## src/rtl/dmem_arbiter.sv

```systemverilog
// dmem_arbiter: round-robin sharing of the dual-port dmem between two requesters
module dmem_arbiter #(
   parameter int AW = 32,
   parameter int DW = 32
) (
   input  logic          clk,
   input  logic          rst_n,
   input  logic          m0_req,
   input  logic          m0_we,
   input  logic [AW-1:0] m0_addr,
   input  logic [DW-1:0] m0_wdata,
   output logic          m0_gnt,
   output logic          m0_rvalid,
   output logic [DW-1:0] m0_rdata,
   input  logic          m1_req,
   input  logic          m1_we,
   input  logic [AW-1:0] m1_addr,
   input  logic [DW-1:0] m1_wdata,
   output logic          m1_gnt,
   output logic          m1_rvalid,
   output logic [DW-1:0] m1_rdata,
   output logic          mem_wren,
   output logic [AW-1:0] mem_addr_a,
   output logic [AW-1:0] mem_addr_b,
   output logic [DW-1:0] mem_wdata,
   input  logic [DW-1:0] mem_q_a,
   input  logic [DW-1:0] mem_q_b
);
   logic prio, both, clash, a_sel, b_use, a_act, psel0, psel1;
   logic [DW-1:0] hold0, hold1;
   // clash: only one of the two can be served; prio picks who gets port A
   always_comb begin
      both       = m0_req & m1_req;
      clash      = both & ((m0_we & m1_we) | ((m0_we ^ m1_we) & (m0_addr == m1_addr)));
      a_sel      = both ? (((m0_we ^ m1_we) & ~clash) ? m1_we : prio) : ~m0_req;
      b_use      = both & ~clash;
      m0_gnt     = m0_req & ~(clash & prio);
      m1_gnt     = m1_req & ~(clash & ~prio);
      a_act      = m0_gnt | m1_gnt;
      mem_addr_a = a_act ? (a_sel ? m1_addr : m0_addr) : '0;
      mem_wren   = a_act & (a_sel ? m1_we : m0_we);
      mem_wdata  = a_act ? (a_sel ? m1_wdata : m0_wdata) : '0;
      mem_addr_b = b_use ? (a_sel ? m0_addr : m1_addr) : '0;
      m0_rdata   = m0_rvalid ? (psel0 ? mem_q_b : mem_q_a) : hold0;
      m1_rdata   = m1_rvalid ? (psel1 ? mem_q_b : mem_q_a) : hold1;
   end
   always_ff @(posedge clk or negedge rst_n) begin
      if (!rst_n) begin
         prio      <= 1'b0;
         m0_rvalid <= 1'b0;
         m1_rvalid <= 1'b0;
         psel0     <= 1'b0;
         psel1     <= 1'b0;
         hold0     <= '0;
         hold1     <= '0;
      end else begin
         prio      <= (m0_req & ~m0_gnt) ? 1'b0 : (m1_req & ~m1_gnt) ? 1'b1 : prio;
         m0_rvalid <= m0_gnt & ~m0_we;
         m1_rvalid <= m1_gnt & ~m1_we;
         psel0     <= b_use & a_sel;
         psel1     <= b_use & ~a_sel;
         hold0     <= m0_rdata;
         hold1     <= m1_rdata;
      end
   end
endmodule

```

## config.mk

```make
export PLATFORM = sky130hd
export DESIGN_NAME = dmem_arbiter
export DESIGN_NICKNAME = d
export VERILOG_FILES = /design/src/rtl/dmem_arbiter.sv
export SDC_FILE = /design/constraint.sdc
export NUM_CORES = 1
export LEC_CHECK = 0
export ABC_CLOCK_PERIOD_IN_PS = 3200
export CAP_MARGIN = 30
export CORE_AREA = 2 2 142 144
export CTS_BUF_LIST = sky130_fd_sc_hd__clkbuf_4
export CTS_CLUSTER_SIZE = 24
export DETAILED_ROUTE_END_ITERATION = 6
export DIE_AREA = 0 0 144 146
export PLACE_DENSITY = 0.69
export SLEW_MARGIN = 20
export SYNTH_ARGS = -nofsm -noshare
export SYNTH_HDL_FRONTEND = slang
export SYNTH_SLANG_ARGS = --single-unit
```

## constraint.sdc

```tcl
create_clock -name clk -period 3.2 [get_ports clk]
set_clock_uncertainty 0.05 [all_clocks]
set_input_delay 0.64 -clock clk [delete_from_list [all_inputs] [get_ports clk]]
set_output_delay 0.64 -clock clk [all_outputs]
set_load 0.01 [all_outputs]
```

==> impl_metrics.ini <==
[synth]
ys_seq_area_frac = 0.364
synth.avg_cell_area_um2 = 8.69
yosysWarnings = 0
ys_seq_elements = 69
yosysTopAreaCellShare = 0.364
syn_inst = 545
synth_cell_type_count = 32
syn_nets = 744
synth_commonest_cells = a21oi_1, dfrtp_1, nor2_1
synth.area.top_cells = dfrtp_1, a32o_1, mux2i_1
yosys_most_used_dff = dfrtp_1
yosys.area.top_type = dfrtp_1
synthArstFlopShare = 1.00
synthesis.area_um2 = 4740
synth_most_common_cell = a21oi_1
synth_edf_count = 0

[clocking]
clk_latency_ns = 0.42
ctsHtreeMaxLevel = 3
cts_buffers = 9
holdBufCountCts = 0
clockRootBuffer = clkbuf_4
cts_tree = built
path_clk_slew_ns = 0.12
max-clock-path-buffers = 2
cts_num_sinks = 69

[setup_path]
slowest_delay_ns = 0.32
crit_required_ns = 2.51
path_max_fanout = 5
worst_path_max_delay_cell = nor4_2
critPathCaptureType = output port
r2r_start = psel0
crit_arrival_ns = 2.84
r2r_setup_slack_ns = 1.67
reg2reg_to = hold0[1]
crit_path_frequent_cell = buf_6
path_class = primary input to output port
worstPathCellList = buf_6, xnor2_2, nand4_1, nor4_2, buf_4, buf_6, and4_4, o31ai_4, buf_6, buf_12, buf_16, a32o_1, buf_2
r2r.worst_path.cells = 3
startpoint_type = primary input

[timing]
setup_tns_ns = -18.55
fmax_mhz = 283
fin_crit_ns = 3.53
rsz0062_at_grt = yes
hold-worst-slack_ns = 0.0561
worst_slack_ns = -0.334
hold_viol_final = 0
finalCritPeriodShare = 1.10
tightest_slew_ns = 0.540
finalMaxSlewViolations = 0
setup_violations = 65
slew_headroom = 0.640

[grt]
grt_max_degree = 52
track_usage = 0.222
grt_antenna_before_repair = 0
first_global_vias = 6275
gr-total-overflow = 0
grt_pass1_wl_um = 35800

[floorplanning]
dieArea_um2 = 21000
die_width_um = 144
core_um2 = 19300
fp.dieH_um = 146
rows = 51
start_util = 0.245
ioPinCount = 363

[power_and_ir_drop]
power.density_nw_per_um2 = 407
p_leak_nw = 4.17
peakVddDrop_uv = 173
power.total_mw = 3.91

[worst_hold_path]
min_path_type = primary input to asynchronous set/reset pin

[final_layout]
multi_input_area_um2 = 3090
fin_cells = 1239
stdcell_area_um2 = 9600
insertedDiodeCount = 0
nNetsFinal = 1168
nFillCells = 1878
drive_gt1_frac = 0.312
utilization = 0.496
area_growth_pct = 103
regArea_um2 = 1730

[drt]
firstDrtPassIters = 4
vias = 6117
wl_per_cell_um = 20.1
wl_um = 25000
ant_nets = 0
drtIter0Drc = 220
drc = 0
via_per_inst = 4.94

[placed_design]
gp_congestion = 0.970
dp_hpwl_um = 18600
dp_slack_ns = -1.14
io_buffers = 362
placed_cells_incl_taps = 1202
place_area_um2 = 9200

[status]
violations = setup timing
status = finished, violations left

[run]
maxCapViolCount = 0
==> worst max path at each step <==
stage,startpoint,end,depth (start not counted)
floorplan,m0_we,mem_addr_a[12],8
global placement,m1_addr[31],mem_wdata[31],10
detailed placement,m1_addr[31],mem_wdata[31],10
CTS,m1_addr[7],mem_wdata[5],11
global route,m0_addr[13],mem_wdata[9],13
finish,m0_addr[31],mem_addr_a[5],13
==> cell usage in the layout, fill, tap and decap left out, types with 5 or more instances in the layout <==
| cell | instances |
|---|---|
| clkdlybuf4s50_1 | 195 |
| dlygate4sd2_1 | 11 |
| a32o_2 | 6 |
| buf_8 | 6 |
| clkdlybuf4s15_1 | 13 |
| xnor2_1 | 13 |
| buf_2 | 84 |
| clkbuf_2 | 24 |
| buf_12 | 13 |
| buf_4 | 77 |
| a32o_1 | 59 |
| clkbuf_4 | 9 |
| clkdlybuf4s15_2 | 5 |
| nor2_1 | 68 |
| a21oi_1 | 93 |
| dlymetal6s2s_1 | 6 |
| dfrtp_1 | 65 |
| mux2i_1 | 64 |
| nand2_1 | 66 |
| nand4_1 | 6 |
| buf_6 | 23 |
| xnor2_2 | 13 |
==> cell families (layout without fill, tap and decap cells) <==
logic type,count (synthesis),count (layout),synth area share
AOI/OAI and AO/OA,174,174,0.258
xor gates and xnor gates,30,30,0.0555
adders and majority gates,1,1,0.00264
buffers and inverters,57,486,0.0555
DFF,69,69,0.364
muxes,64,64,0.135
and+or+nand+nor,150,150,0.129
==> power by group <==
group          internal (mW)  leakage [nW]  switching [mW]  total (mW)
sequential              1.01         0.756          0.0719        1.09
clock                  0.392        0.0912           0.322       0.714
combinational           1.10          3.32            1.00        2.11
total                   2.51          4.17            1.40        3.91
==> layer usage <==
layer | part of all wire | vias to the layer above | track usage
li1 | - | 2865 | -
met1 | 0.37 | 2878 | 0.251
met2 | 0.50 | 316 | 0.393
met3 | 0.086 | 58 | 0.0566
met4 | 0.040 | 0 | 0.0917
met5 | 0 | - | 0
==> area by class of cell <==
type                    instances  share of cell area
repair buffers                465               0.443
multi-input cells             419               0.322
flip-flops and latches         69               0.180
well taps                     265              0.0345
clock inverters                 7              0.0119
clock buffers                   9             0.00704
inverters                       5             0.00196
==> critical path, delay by kind of cell <==
family / cells / cell delay [ns]
and+or+nand+nor: 3 / 0.73
AOI/OAI and AO/OA: 2 / 0.33
buffers and inverters: 7 / 0.95
xor gates and xnor gates: 1 / 0.17
==> what timing repair did <==
item | 4_1_cts | 5_1_grt
gates cloned | 6 | 5
resized for setup | 553 | 108
setup endpoints to repair | 99 | 98
buffers inserted | 10 | 6
pin swaps | 47 | 28
==> registers in the layout, summed over array words and instances, names as in the netlist <==
signal / cells
hold0: 32
hold1: 32
m0_rvalid: 1
m1_rvalid: 1
prio: 1
psel0: 1
psel1: 1
Power figures use the tool's default switching activity.
